--- src/rtl/rr_mux_arb.sv ---
// N-channel to one registered mux with fixed-select or round-robin arbitration.
// Optional capture counter output grant_cnt enabled by macro RR_MUX_ARB_COUNT_EN.
module rr_mux_arb #(
  parameter int WIDTH = 64,
  parameter int N     = 8,
  localparam int SELW = $clog2(N)
) (
  input  logic               clk,
  input  logic               reset,
  input  logic [N-1:0]       in_valid,
  input  logic [N*WIDTH-1:0] in_data,
  output logic [N-1:0]       in_ready,
  input  logic               mode,
  input  logic [SELW-1:0]    sel,
  output logic               out_valid,
  output logic [WIDTH-1:0]   out_data,
  output logic [SELW-1:0]    out_sel,
  input  logic               out_ready
`ifdef RR_MUX_ARB_COUNT_EN
  ,output logic [15:0]       grant_cnt
`endif
);

  logic               r_out_valid;
  logic [WIDTH-1:0]   r_out_data;
  logic [SELW-1:0]    r_out_sel;
  logic [SELW-1:0]    r_ptr;

  logic               w_load;
  logic               w_fire;
  logic [2*N-1:0]     w_dbl;
  logic [2*N-1:0]     w_shifted;
  logic [SELW:0]      w_shamt;
  logic [N-1:0]       w_rot;
  logic               w_rr_valid;
  logic [SELW-1:0]    w_rr_off;
  logic [SELW:0]      w_rr_sum;
  logic [SELW-1:0]    w_rr_idx;
  logic               w_fix_valid;
  logic               w_grant_valid;
  logic [SELW-1:0]    w_grant_idx;
  logic [WIDTH-1:0]   w_grant_data;

  assign w_load = !r_out_valid || out_ready;

  // Rotate requests so bit k is channel (ptr+1+k) mod N; the lowest set bit wins.
  assign w_dbl     = {in_valid, in_valid};
  assign w_shamt   = {1'b0, r_ptr} + (SELW+1)'(1);
  assign w_shifted = w_dbl >> w_shamt;
  assign w_rot     = w_shifted[N-1:0];

  always_comb begin
    w_rr_valid = 1'b0;
    w_rr_off   = '0;
    for (int k = N - 1; k >= 0; k--) begin
      if (w_rot[k]) begin
        w_rr_valid = 1'b1;
        w_rr_off   = SELW'(k);
      end
    end
  end

  // ptr+1+off never exceeds 2N-1, so a single conditional subtract wraps it.
  assign w_rr_sum = w_shamt + {1'b0, w_rr_off};
  assign w_rr_idx = (w_rr_sum >= (SELW+1)'(N)) ? SELW'(w_rr_sum - (SELW+1)'(N))
                                               : SELW'(w_rr_sum);

  always_comb begin
    w_fix_valid = 1'b0;
    for (int i = 0; i < N; i++) begin
      if (in_valid[i] && (sel == SELW'(i))) begin
        w_fix_valid = 1'b1;
      end
    end
  end

  assign w_grant_valid = mode ? w_rr_valid : w_fix_valid;
  assign w_grant_idx   = mode ? w_rr_idx   : sel;
  assign w_fire        = w_load && w_grant_valid && !reset;

  always_comb begin
    w_grant_data = '0;
    in_ready     = '0;
    for (int i = 0; i < N; i++) begin
      if (w_grant_idx == SELW'(i)) begin
        w_grant_data = in_data[i*WIDTH +: WIDTH];
        in_ready[i]  = w_fire;
      end
    end
  end

  always_ff @(posedge clk) begin
    if (reset) begin
      r_out_valid <= 1'b0;
      r_out_data  <= '0;
      r_out_sel   <= '0;
      r_ptr       <= SELW'(N - 1);
    end else if (w_load) begin
      if (w_fire) begin
        r_out_valid <= 1'b1;
        r_out_data  <= w_grant_data;
        r_out_sel   <= w_grant_idx;
        r_ptr       <= w_grant_idx;
      end else begin
        r_out_valid <= 1'b0;
      end
    end
  end

  assign out_valid = r_out_valid;
  assign out_data  = r_out_data;
  assign out_sel   = r_out_sel;

`ifdef RR_MUX_ARB_COUNT_EN
  logic [15:0] r_grant_cnt;

  always_ff @(posedge clk) begin
    if (reset) begin
      r_grant_cnt <= '0;
    end else if (w_fire && (r_grant_cnt != 16'hFFFF)) begin
      r_grant_cnt <= r_grant_cnt + 16'd1;
    end
  end

  assign grant_cnt = r_grant_cnt;
`endif

endmodule

--- config.mk ---
export PLATFORM = sky130hd
export DESIGN_NAME = rr_mux_arb
export DESIGN_NICKNAME = d
export VERILOG_FILES = /design/src/rtl/rr_mux_arb.sv
export SDC_FILE = /design/constraint.sdc
export NUM_CORES = 1
export LEC_CHECK = 0
export ABC_CLOCK_PERIOD_IN_PS = 6900
export CAP_MARGIN = 25
export CORE_AREA = 2 2 233 235
export DETAILED_ROUTE_END_ITERATION = 10
export DIE_AREA = 0 0 235 237
export GPL_TIMING_DRIVEN = 0
export PLACE_DENSITY_LB_ADDON = 0.1
export SYNTH_ARGS = -nofsm -noshare
export SYNTH_HDL_FRONTEND = slang
export SYNTH_SLANG_ARGS = --single-unit
--- constraint.sdc ---
create_clock -name clk -period 6.9 [get_ports clk]
set_clock_uncertainty 0.1 [all_clocks]
set_input_delay 1.725 -clock clk [delete_from_list [all_inputs] [get_ports clk]]
set_output_delay 1.725 -clock clk [all_outputs]
set_load 0.02 [all_outputs]
### Word level (Yosys, flattened, before mapping)

Cells that the tools add are included.

| storage, ports and cells | value |
|---|---|
| bits in latches | 0 |
| logic and storage cells | 83 |
| memory bits (read-only) | 0 |
| register bits | 71 |
| memory bits (writable) | 0 |
| memories | 0 |

| operators by class | value |
|---|---|
| equality and inequality tests | 14 |
| order comparisons | 1 |
| reduce and logical (&&, ||, !) cells | 16 |
| div/mod/pow operators | 0 |
| shift operators | 1 |
| multiply operators | 0 |
| add/sub/neg operators | 3 |
| bitwise gates (word level) | 0 |
| multiplexer cells | 44 |

Operators with widths:

| cell | number |
|---|---|
| $mux W64 | 8 |
| $mux W3 | 10 |
| $mux W1 | 26 |
| $eq A3 B3 Y1 const B | 8 |
| $shr A16 B4 Y8 | 1 |
| $eq A3 B2 Y1 const B | 4 |
| $logic_and A1 B1 Y1 | 10 |
| $eq A3 B1 Y1 const B | 2 |
| $logic_not A3 Y1 | 2 |
| $add A3 B1 Y4 const B | 1 |
| $add A4 B3 Y4 | 1 |
| $ge A4 B4 Y1 const B | 1 |
| $sub A3 B1 Y3 const B | 1 |
| $logic_not A1 Y1 | 2 |
| $reduce_and A2 Y1 | 1 |
| $logic_or A1 B1 Y1 | 1 |

### Logic depth before layout (Yosys ltp)

| depth | value |
|---|---|
| word-level depth | 23 |
| gate-level depth with buffers | 23 |
| depth with buffers taken out | 19 |

### Worst setup path after synthesis

Ideal clock, no wire load.

| timing | value |
|---|---|
| path type | input port to output port |
| start point | input port in_valid[7] |
| end point | output port in_ready[4] |
| arrival time | 5.519 ns |
| path buffers | 3 |
| setup slack | -0.444 ns |
| data required time | 5.075 ns |
| cell stages on the path | 20 |
| cells stage by stage | clkbuf_1 nor2b_1 o21ai_0 a21oi_1 a2111oi_0 o21ai_0 a311oi_1 nor3_1 a211oi_1 ha_1 inv_1 fa_1 xnor2_1 nand2_1 inv_1 o2111ai_2 o211a_1 buf_2 buf_2 nor3_1 |

| between the ends | value |
|---|---|
| word-level cells in the longest chain between the ends | 15 |
| elaborated cells between the ends (all ways) | 29 |
| those cells by class | add/sub (2); order compare (1); eq/ne (1); shift (1); mux (21); reduce/logical (3) |

RTL lines:

| item | line | RTL |
|---|---|---|
| start, declared | 10 | `input logic [N-1:0] in_valid,` |
| $shr A16 B4 Y8 | 49 | `assign w_shifted = w_dbl >> w_shamt;` |
| $mux W3 (8 in series) | 56 | `if (w_rot[k]) begin` |
| $add A4 B3 Y4 | 64 | `assign w_rr_sum = w_shamt + {1'b0, w_rr_off};` |
| $ge A4 B4 Y1 or $sub A3 B1 Y3 (tied branches) | 65 | `assign w_rr_idx = (w_rr_sum >= (SELW+1)'(N)) ? SELW'(w_rr_sum - (SELW+1)'(N))` |
| $mux W3 | 65 |  |
| $mux W3 | 78 | `assign w_grant_idx = mode ? w_rr_idx : sel;` |
| $eq A3 B3 Y1 | 85 | `if (w_grant_idx == SELW'(i)) begin` |
| $mux W1 * | 85 |  |
| end, declared | 12 | `output logic [N-1:0] in_ready,` |

Every way passes the cells marked *; elsewhere a longest branch is shown, timed or not.

### Worst setup path after layout

| timing | value |
|---|---|
| start point | input port in_valid[1] |
| end point | output port in_ready[6] |

Same word-level chain as after synthesis.

==> impl_metrics.csv <==
group,metric,value,unit
outcome,outcome,"finished with violations",
outcome,violations,"setup timing",
cells_and_area,nets,2519,
placed_design,dp.cells,2642,
synthesis,yosysSeqAreaShare,17.1,%
placed_design,place_congestion,0.899,
setup_path,slowest_delay,0.44,ns
synthesis,yosysMostFrequentCell,"nand2_1",
floorplan,die_h,237,um
sta,slew_headroom,33.7,%
placed_design,dpl_cell_area,0.0154,sq mm
setup_path,critPathKind,"primary input to output pin",
setup_path,r2r_end,"out_data[44]$_SDFFE_PP0P_",
power_and_ir_drop,p_per_area,215,mW/mm^2
grt,grt_pass1_wl,97.7,mm
synthesis,synth.area.top_cells,"dfxtp_1 (17%), a21oi_1 (13%), nand2_1 (13%)",
synthesis,yosys.area.top_type,"dfxtp_1",
flow_run,max_cap_viol_count,0,
synthesis,synth_area,0.00832,sq mm
synthesis,ys_warn_count,0,
setup_path,cp_num_cells,22,
floorplan,ios,603,
synthesis,avgSynthCellArea,6.20,sq um
routing,drtPass1Iterations,5,
sta,finalCritPeriodShare,104,%
clock_network,cts_tree,"yes",
synthesis,synthFlopType,"dfxtp_1",
placed_design,hpwlAfterDp,56.7,mm
grt,grt_max_degree,13,
floorplan,die-area,0.0557,sq mm
synthesis,synth_common_cells,"nand2_1 (291), a21oi_1 (220), clkbuf_1 (92), nor2_1 (91), nor3_1 (86)",
sta,worst_pin_slew,0.995,ns
setup_path,endpoint_kind,"output pin",
setup_path,required,5.08,ns
sta,hold_viol,0,
cells_and_area,layout.cells.non_filler,2696,
sta,fmax,139,MHz
setup_path,cp-endpoint,"in_ready[6]",
synthesis,netlist_instances,1343,
power_and_ir_drop,power.leakage,0.00580,uW
clock_network,cts_sinks,71,
grt,antenna_found_initial,9,
routing,wl_per_cell,25.9,um
setup_path,cp_slowest_cell,"fa_2",
sta,fin_crit,7.19,ns
setup_path,crit_start,"in_valid[1]",
setup_path,crit_fanout,5,
cells_and_area,drive_above_1_share,9.57,%
setup_path,path_delay_family,"compound AO/OA/AOI/OAI gates",
synthesis,ys_types,64,
clock_network,cts.path.max_buffers,2,
synthesis,synth_edf_count,0,
setup_path,worstReg2RegStart,"r_ptr[1]$_SDFFE_PP1P_",
clock_network,postCtsHoldBufs,0,
power_and_ir_drop,ir_drop,0.118,mV
floorplan,floorplan.initialDensity,15.6,%
clock_network,clk_pin_slew,0.06,ns
cells_and_area,finish.instance_area,0.0163,sq mm
routing,finalWirelength,69.9,mm
grt,grt-ovfl-total,0,
sta,rsz0062_at_grt,"yes",
routing,via_per_inst,4.89,
setup_path,worstPathArrival,5.37,ns
grt,grt_pass1_vias,13600,
synthesis,ys_ff_latch,71,
synthesis,synth_nets,1872,
worst_hold_path,hold_path.class,"register to register",
sta,slew_viol_final,0,
clock_network,cts_buffers,9,
floorplan,core,0.0533,sq mm
synthesis,yosysTopAreaCellShare,17.1,%
routing,drcViolationCount,0,
setup_path,rrSetupSlack,0.55,ns
cells_and_area,area_delta_synth_final,96.3,%
synthesis,ys_async_sr_fraction,0,%
grt,grt.total_usage,24.1,%
sta,setup_viol,8,
clock_network,htreeDepth,3,
setup_path,crit_path_start_kind,"primary input",
floorplan,die_w,235,um
routing,vias,13200,
routing,ant_nets,0,
routing,drt-initial-drc-count,814,
setup_path,r2r_cells,22,
clock_network,clk_latency,0.37,ns
setup_path,path_buf_inv,6,
sta,worst_slack,-0.293,ns
setup_path,path_cells,"clkbuf_16, nor2b_4, a21o_1, a21oi_1, nor2b_1, o32a_4, a311oi_2, nor4_2, a211oi_2, ha_2, inv_2, fa_2, xnor2_2, nand2_2, inv_2, o2111ai_4, buf_6, o211ai_4, buf_8, nand2_4, nor2_4, buf_6",
placed_design,portBuffers,596,
clock_network,cts-root-buf,"clkbuf_16",
floorplan,rows,85,
per-layer routing:
layer  part of all wire [%]  global-route usage (%)  vias up
li1                       -                       -     6250
met1                     42                    29.8     6299
met2                     49                    42.2      565
met3                    6.3                    4.65       60
met4                    2.1                    6.89        6
met5                  0.059                       0        -
worst reg2reg max path: stages, from the launching register on:
cell      delay, ns
dfxtp_1        0.40
buf_2          0.29
clkbuf_1       0.51
inv_1          0.25
nand2_1        0.21
o21ai_0        0.14
nor3_2         0.28
o21ai_4        0.12
a311oi_2       0.28
nor3_2         0.08
a211oi_2       0.27
ha_2           0.23
inv_2          0.04
fa_2           0.46
nand2_1        0.13
o21ai_2        0.16
buf_6          0.19
nor2_2         0.65
nand2_1        0.43
buf_2          0.33
buf_2          0.27
o22ai_1        0.26
o32ai_1        0.11
cell usage in the layout, fill, tap and decap left out, types with 13 or more instances in the layout:
| master | Yosys | routed |
|---|---|---|
| a21boi_0 | 15 | 15 |
| nand2_1 | 291 | 285 |
| o211ai_1 | 51 | 51 |
| clkdlybuf4s50_1 | 0 | 586 |
| o22ai_1 | 51 | 51 |
| a21oi_1 | 220 | 219 |
| buf_6 | 3 | 19 |
| nor2_1 | 91 | 84 |
| a21boi_1 | 33 | 33 |
| o32ai_1 | 39 | 39 |
| buf_4 | 4 | 37 |
| buf_1 | 14 | 13 |
| clkbuf_1 | 92 | 78 |
| dfxtp_1 | 71 | 71 |
| a22oi_1 | 53 | 53 |
| buf_2 | 37 | 31 |
| nor3_1 | 86 | 82 |
| nand3_1 | 48 | 48 |
power by group:
group | switching, uW | internal, uW | leakage, uW | total (uW)
Sequential | 54.1 | 501 | 0.000583 | 555
Clock | 233 | 300 | 0.000152 | 533
Combinational | 1420 | 1000 | 0.00506 | 2420
state kept, by name, summed over array words and instances (netlist names):
register,cells
r_ptr,3
out_data,64
out_valid,1
out_sel,3
area by class of cell:
class                      count  area (sq um)
fill                        5876         36900
timing repair buffer         638          6370
clock inverter                 5          56.3
antenna                        5          12.5
tap                          696           871
buffer                       148           792
inverter                      11          41.3
sequential                    71          1420
multi-input combinational   1111          6510
clock buffer                  11           253
through the flow:
| stage | utilization [%] | hold WS [ns] | TNS [ns] | setup WS (ns) | power [uW] |
|---|---|---|---|---|---|
| after floorplan | - | 0.468 | -0.00510 | -0.00510 | 1740 |
| after global placement | 28.6 | 0.387 | -108.92 | -2.97 | 2870 |
| after detailed placement | 28.8 | 0.391 | -66.93 | -2.73 | 2900 |
| after CTS | 30.3 | 0.400 | -2.28 | -0.350 | 3520 |
| after global routing | 30.7 | 0.433 | -2.99 | -0.420 | 3730 |
| final | 30.7 | 0.397 | -1.97 | -0.293 | 3510 |
cells by family after synthesis:
logic type / synth area share, %
simple gates: 29.0
compound gates: 42.5
buf+inv: 8.27
flops: 17.1
mux: 2.44
xor+xnor: 0.316
fa+ha+maj: 0.391
timing repair:
action                                 in CTS  in global routing
endpoints found under the hold margin       0                  0
pin swaps                                  22                 19
resized for setup                         134                 27
setup endpoints to repair                  72                  8
setup buffers                              26                  9
how the worst min path moves through the flow:
stage / startpoint / endpoint / slack (ns) / depth (start not counted)
floorplan: out_sel[0]$_SDFFE_PP0P_ / out_sel[0]$_SDFFE_PP0P_ / 0.47 / 2
global placement: out_sel[0]$_SDFFE_PP0P_ / out_sel[0]$_SDFFE_PP0P_ / 0.39 / 2
detailed placement: out_sel[1]$_SDFFE_PP0P_ / out_sel[1]$_SDFFE_PP0P_ / 0.39 / 2
CTS: out_data[47]$_SDFFE_PP0P_ / out_data[47]$_SDFFE_PP0P_ / 0.40 / 2
global route: out_data[21]$_SDFFE_PP0P_ / out_data[21]$_SDFFE_PP0P_ / 0.43 / 2
finish: out_data[47]$_SDFFE_PP0P_ / out_data[47]$_SDFFE_PP0P_ / 0.40 / 2
Note: power is estimated with default switching activity, not from simulation.
